**config.mk**
```make
export PLATFORM = sky130hd
export DESIGN_NAME = instr_encoder
export DESIGN_NICKNAME = d
export VERILOG_FILES = /design/src/rtl/instr_encoder_pkg.sv /design/src/rtl/enc_fifo.sv /design/src/rtl/instr_encoder.sv
export SDC_FILE = /design/constraint.sdc
export NUM_CORES = 1
export LEC_CHECK = 0
export CORE_AREA = 2 2 137 139
export DETAILED_ROUTE_END_ITERATION = 10
export DIE_AREA = 0 0 139 141
export GPL_TIMING_DRIVEN = 1
export HOLD_SLACK_MARGIN = 0.15
export REMOVE_ABC_BUFFERS = 1
export SETUP_SLACK_MARGIN = 0.15
export SLEW_MARGIN = 20
export SYNTH_ARGS = -nofsm -noshare
export SYNTH_HDL_FRONTEND = slang
export SYNTH_SLANG_ARGS = --single-unit
```
**constraint.sdc**
```tcl
create_clock -name clk -period 2.3 [get_ports clk]
set_clock_uncertainty 0.2 [all_clocks]
set_input_delay 0.575 -clock clk [delete_from_list [all_inputs] [get_ports clk]]
set_output_delay 0.575 -clock clk [all_outputs]
set_load 0.02 [all_outputs]
```
**src/rtl/instr_encoder_pkg.sv**
```systemverilog
// instr_encoder_pkg
// Shared ALUOp codes, R-type funct constants and the R-type encode helper.
// The control decoder imports the same package, which keeps both sides of
// the ALUOp encoding in one place.
package instr_encoder_pkg;

   typedef enum logic [3:0] {
      OP_JR   = 4'b0000,
      OP_ADD  = 4'b0001,
      OP_SUB  = 4'b0010,
      OP_AND  = 4'b0011,
      OP_OR   = 4'b0100,
      OP_NOR  = 4'b0101,
      OP_SLT  = 4'b0110,
      OP_SLL  = 4'b0111,
      OP_SRL  = 4'b1000,
      OP_SRA  = 4'b1001,
      OP_ADDU = 4'b1010,
      OP_SUBU = 4'b1011
   } aluop_e;

   localparam logic [5:0] FN_ADD  = 6'b100000;
   localparam logic [5:0] FN_ADDU = 6'b100001;
   localparam logic [5:0] FN_SUB  = 6'b100010;
   localparam logic [5:0] FN_SUBU = 6'b100011;
   localparam logic [5:0] FN_AND  = 6'b100100;
   localparam logic [5:0] FN_OR   = 6'b100101;
   localparam logic [5:0] FN_NOR  = 6'b100111;
   localparam logic [5:0] FN_SLT  = 6'b101010;
   localparam logic [5:0] FN_SLL  = 6'b000000;
   localparam logic [5:0] FN_SRL  = 6'b000010;
   localparam logic [5:0] FN_SRA  = 6'b000011;
   localparam logic [5:0] FN_JR   = 6'b001000;

   // Raw request; op is kept as plain bits so unmapped codes can be carried.
   typedef struct packed {
      logic [3:0] op;
      logic [4:0] rs;
      logic [4:0] rt;
      logic [4:0] rd;
      logic [4:0] shamt;
   } enc_req_t;

   typedef struct packed {
      logic        ok;    // op code was recognised
      logic [31:0] word;
   } enc_rsp_t;

   // Build the R-type word, zeroing the fields each op does not use.
   function automatic enc_rsp_t encode(input enc_req_t r);
      enc_rsp_t   rsp;
      logic [4:0] rs, rt, rd, sh;
      logic [5:0] fn;
      rsp.ok = 1'b1;
      rs     = r.rs;
      rt     = r.rt;
      rd     = r.rd;
      sh     = 5'd0;
      fn     = 6'd0;
      case (r.op)
         OP_ADD:  fn = FN_ADD;
         OP_ADDU: fn = FN_ADDU;
         OP_SUB:  fn = FN_SUB;
         OP_SUBU: fn = FN_SUBU;
         OP_AND:  fn = FN_AND;
         OP_OR:   fn = FN_OR;
         OP_NOR:  fn = FN_NOR;
         OP_SLT:  fn = FN_SLT;
         OP_SLL:  begin fn = FN_SLL; rs = 5'd0; sh = r.shamt; end
         OP_SRL:  begin fn = FN_SRL; rs = 5'd0; sh = r.shamt; end
         OP_SRA:  begin fn = FN_SRA; rs = 5'd0; sh = r.shamt; end
         OP_JR:   begin fn = FN_JR;  rt = 5'd0; rd = 5'd0; end
         default: rsp.ok = 1'b0;
      endcase
      rsp.word = {6'b000000, rs, rt, rd, sh, fn};
      return rsp;
   endfunction

endpackage

```
**src/rtl/enc_fifo.sv**
```systemverilog
// enc_fifo
// Synchronous FIFO holding encoded words between acceptance and the
// instruction-memory write port.
// Ports:
//   clk, rst_n      clock, async active-low reset (clears occupancy)
//   push, wdata     write side; ignored when full
//   pop, rdata      read side; rdata is the current head, pop ignored when empty
//   full, empty     status
//   count           occupancy, 0..DEPTH
module enc_fifo
   import instr_encoder_pkg::*;
#(
   parameter int DEPTH = 4,
   parameter int W     = 32
) (
   input  logic                     clk,
   input  logic                     rst_n,
   input  logic                     push,
   input  logic [W-1:0]             wdata,
   input  logic                     pop,
   output logic [W-1:0]             rdata,
   output logic                     full,
   output logic                     empty,
   output logic [$clog2(DEPTH):0]   count
);

   localparam int AW = $clog2(DEPTH);

   logic [W-1:0]  mem [DEPTH];
   logic [AW-1:0] wr_ptr, rd_ptr;
   logic [AW:0]   cnt;
   logic          do_push, do_pop;

   assign full    = (cnt == (AW+1)'(DEPTH));
   assign empty   = (cnt == '0);
   assign do_push = push & ~full;
   assign do_pop  = pop & ~empty;
   assign rdata   = mem[rd_ptr];
   assign count   = cnt;

   // Storage needs no reset: occupancy alone decides what is valid.
   always_ff @(posedge clk) begin
      if (do_push) mem[wr_ptr] <= wdata;
   end

   // DEPTH is a power of two, so the pointers wrap by overflow.
   always_ff @(posedge clk or negedge rst_n) begin
      if (!rst_n) begin
         wr_ptr <= '0;
         rd_ptr <= '0;
         cnt    <= '0;
      end else begin
         if (do_push) wr_ptr <= wr_ptr + AW'(1);
         if (do_pop)  rd_ptr <= rd_ptr + AW'(1);
         case ({do_push, do_pop})
            2'b10:   cnt <= cnt + (AW+1)'(1);
            2'b01:   cnt <= cnt - (AW+1)'(1);
            default: cnt <= cnt;
         endcase
      end
   end

endmodule

```
**src/rtl/instr_encoder.sv**
```systemverilog
// instr_encoder
// Encodes ALUOp requests into R-type instruction words, queues them, and
// drains them into instruction memory at a self-incrementing address.
// Ports:
//   clk, rst_n                      clock, async active-low reset
//   in_valid/in_ready               request handshake (in_ready = not full)
//   in_op, in_rs, in_rt, in_rd,
//   in_shamt                        request fields
//   addr_load, start_addr           reload write pointer (wins over drain)
//   imem_stall                      hold off drain
//   imem_we, imem_addr, imem_wdata  registered instruction-memory write port
//   fifo_count                      queue occupancy
//   bad_op                          sticky unmapped-op flag, cleared by addr_load
//   wrapped                         high alongside the write to address all-ones
module instr_encoder
   import instr_encoder_pkg::*;
#(
   parameter int DEPTH  = 4,
   parameter int ADDR_W = 8
) (
   input  logic                   clk,
   input  logic                   rst_n,
   input  logic                   in_valid,
   output logic                   in_ready,
   input  logic [3:0]             in_op,
   input  logic [4:0]             in_rs,
   input  logic [4:0]             in_rt,
   input  logic [4:0]             in_rd,
   input  logic [4:0]             in_shamt,
   input  logic                   addr_load,
   input  logic [ADDR_W-1:0]      start_addr,
   input  logic                   imem_stall,
   output logic                   imem_we,
   output logic [ADDR_W-1:0]      imem_addr,
   output logic [31:0]            imem_wdata,
   output logic [$clog2(DEPTH):0] fifo_count,
   output logic                   bad_op,
   output logic                   wrapped
);

   enc_req_t          req;
   enc_rsp_t          rsp;
   logic              full, empty;
   logic [31:0]       head;
   logic              accept, push, drain;
   logic [ADDR_W-1:0] ptr;

   assign req      = {in_op, in_rs, in_rt, in_rd, in_shamt};
   assign rsp      = encode(req);
   assign in_ready = ~full;
   assign accept   = in_valid & in_ready;
   // Unmapped ops complete the handshake but never reach the queue.
   assign push     = accept & rsp.ok;
   assign drain    = ~empty & ~imem_stall & ~addr_load;

   enc_fifo #(.DEPTH(DEPTH), .W(32)) u_fifo (
      .clk   (clk),
      .rst_n (rst_n),
      .push  (push),
      .wdata (rsp.word),
      .pop   (drain),
      .rdata (head),
      .full  (full),
      .empty (empty),
      .count (fifo_count)
   );

   always_ff @(posedge clk or negedge rst_n) begin
      if (!rst_n) begin
         ptr        <= '0;
         imem_we    <= 1'b0;
         imem_addr  <= '0;
         imem_wdata <= '0;
         bad_op     <= 1'b0;
         wrapped    <= 1'b0;
      end else if (addr_load) begin
         // Reload stalls the write port for a cycle; queued words stay put.
         ptr     <= start_addr;
         imem_we <= 1'b0;
         wrapped <= 1'b0;
         bad_op  <= 1'b0;
      end else begin
         imem_we <= drain;
         wrapped <= drain & (&ptr);
         if (drain) begin
            imem_addr  <= ptr;
            imem_wdata <= head;
            ptr        <= ptr + ADDR_W'(1);
         end
         if (accept && !rsp.ok) bad_op <= 1'b1;
      end
   end

endmodule

```
==> impl_metrics.json <==
{
  "status": "finished clean",
  "drive_above_1_share_pct": 22.32,
  "clkLatencyLatePin_ns": 0.43,
  "critPathMaxStageDelay_ns": 0.40,
  "yosysUniqueCellTypes": 38,
  "crit_chain": "or3b_4 -> buf_4 -> buf_6",
  "final.setup.worst_slack_ns": 0.05815,
  "slew_viol_final": 0,
  "rows": 50,
  "cts_buffers": 17,
  "gp_congestion": 0.7374,
  "cp-endpoint": "in_ready",
  "power_density_mw_per_mm2": 1161,
  "cts_tree": "done",
  "grt_usage_pct": 12.78,
  "drc": 0,
  "clockBufferDepth": 2,
  "die_w_um": 139,
  "fin_crit_sh_pct": 97.47,
  "first_iter_violations": 156,
  "numPortBuffers": 76,
  "dp_cells": 665,
  "hold_path_class": "reg2reg",
  "dpl.hpwl_um": 7412,
  "critPathSlowestCell": "or3b_4",
  "rsz0062_at_grt": "true",
  "grt-ovfl-total": 0,
  "layout_commonest_cell": "edfxtp_1",
  "synthFlopType": "edfxtp_1",
  "rr_worst_depth": 10,
  "ys_seq_area_share_pct": 68.70,
  "worst_pin_slew_ns": 0.5552,
  "diodes": 0,
  "reg2reg_setup_slack_ns": 0.10,
  "design.portCount": 84,
  "start_kind": "flop",
  "final.setup.tns_ns": 0,
  "htree_levels": 4,
  "synth.cell_area_mm2": 0.006228,
  "crit_path_end_kind": "output pin",
  "die_area_mm2": 0.01960,
  "r2r_end": "u_fifo.count[2]",
  "yosys_warnings": 0,
  "syn_avg_cell_area_um2": 18.16,
  "max_cap_viol_count": 0,
  "drt_first_pass_iters": 4,
  "peakVddDrop_uv": 643.9,
  "area_growth_syn_to_layout_pct": 28.30,
  "cts-root-buf": "clkbuf_16",
  "viasPerCell": 4.731,
  "antenna_found_initial": 0,
  "wirelength_um": 11850,
  "cts_sinks": 151,
  "grt_max_degree": 39,
  "die_h_um": 141,
  "critPathTopFamily": "simple AND/OR/NAND/NOR gates",
  "grt_pass1_wl_um": 18450,
  "worst-path-max-fanout": 2,
  "power_mw": 9.279,
  "vias": 3312,
  "worstSetupPathType": "reg2out",
  "grt_pass1_vias": 3462,
  "setup_violations": 0,
  "p_leak_nw": 3.103,
  "synthCells": 343,
  "max_clock_freq_mhz": 446.1,
  "pre_cts_ws_ns": -0.3091,
  "hold_viol_final": 0,
  "fin_nets": 498,
  "async_reset_ff_share_pct": 33.77,
  "slew_headroom_pct": 62.99,
  "clk_pin_slew_ns": 0.06,
  "antenna_left": 0,
  "holdWs_ns": 0.2990,
  "cp_num_cells": 3,
  "synth.ff_latch_count": 151,
  "instances_no_fill": 700,
  "r2r_start": "u_fifo.count[0]",
  "wire_per_inst_um": 16.92,
  "synth_edf_count": 100,
  "final_cell_mix": "edfxtp_1, dfrtp_1, dlygate4sd2_1",
  "fp.coreArea_mm2": 0.01827,
  "critPathRequiredTime_ns": 1.52,
  "cp_num_buf_inv": 2,
  "start_util_pct": 34.10,
  "arrival_ns": 1.47,
  "fin_crit_ns": 2.242,
  "cp-startpoint": "u_fifo.count[0]"
}
==> metrics by stage <==
stage               util, %  area, um^2
floorplan                 -        6100
global placement      40.72        7438
detailed placement    40.72        7438
CTS                   43.58        7960
global route          43.75        7991
finish                43.75        7991
==> how the worst min path moves through the flow <==
stage | from | end | cells after the start
after floorplan | rst_n | bad_op | 0
after global placement | imem_wdata[25] | imem_wdata[25] | 1
after detailed placement | imem_wdata[25] | imem_wdata[25] | 1
after CTS | imem_wdata[25] | imem_wdata[25] | 1
after global routing | imem_wdata[6] | imem_wdata[6] | 1
final | imem_wdata[23] | imem_wdata[23] | 1
==> cell families after synthesis <==
logic type	synth area share, %
DFF	68.70
and+or+nand+nor	6.328
muxes	17.18
buffers and inverters	2.853
AOI/OAI and AO/OA	1.527
xor gates and xnor gates	1.828
adders and majority gates	1.527
other	0.06021
==> sequential cells by signal (all words and copies together), names as in the netlist, 2 cells and up <==
signal / cells
imem_addr: 8
imem_wdata: 25
u_fifo.rd_ptr: 2
u_fifo.mem: 100
ptr: 8
u_fifo.wr_ptr: 2
u_fifo.count: 3
==> cell usage after synthesis (6+ instances only) <==
cell type / n / area [um^2]
edfxtp_1: 100 / 3003
dfrtp_1: 51 / 1276
o21ai_0: 10 / 50.05
buf_6: 6 / 67.56
buf_4: 7 / 52.55
inv_1: 7 / 26.28
clkbuf_1: 7 / 26.28
xnor2_1: 10 / 87.58
nor2b_1: 16 / 100.1
ha_1: 6 / 75.07
mux4_1: 25 / 656.9
nor2_1: 8 / 30.03
mux2_2: 32 / 360.4
and2_1: 9 / 56.30
nand2_1: 15 / 56.30
==> area by class of cell <==
cell class / instances / area (um^2)
fill: 1652 / 10280
sequential: 151 / 4279
clock inverter: 11 / 97.59
timing repair buffer: 107 / 1035
clock buffer: 20 / 456.7
multi-input combinational: 170 / 1804
inverter: 7 / 26.28
tap: 234 / 292.8
==> metal layers <==
layer,track usage [%],vias to the layer above,wire [um]
met5,0,-,0
met4,5.742,0,229
met3,3.499,15,438
met2,22.25,66,6326
met1,14.84,1699,4852
li1,-,1532,-
==> repair_timing <==
action                     CTS  global route
hold endpoints to repair    13             0
pin swaps                    1             4
setup buffers                0             3
setup endpoints to repair   39             4
hold buffers                 1             0
resized for setup           41            11
==> power breakdown <==
group	switching (mW)	internal, mW	leakage, nW
Combinational	1.44	1.39	1.29
Clock	1.06	1.54	0.268
Sequential	0.271	3.59	1.54
Note: power is estimated with default switching activity, not from simulation.
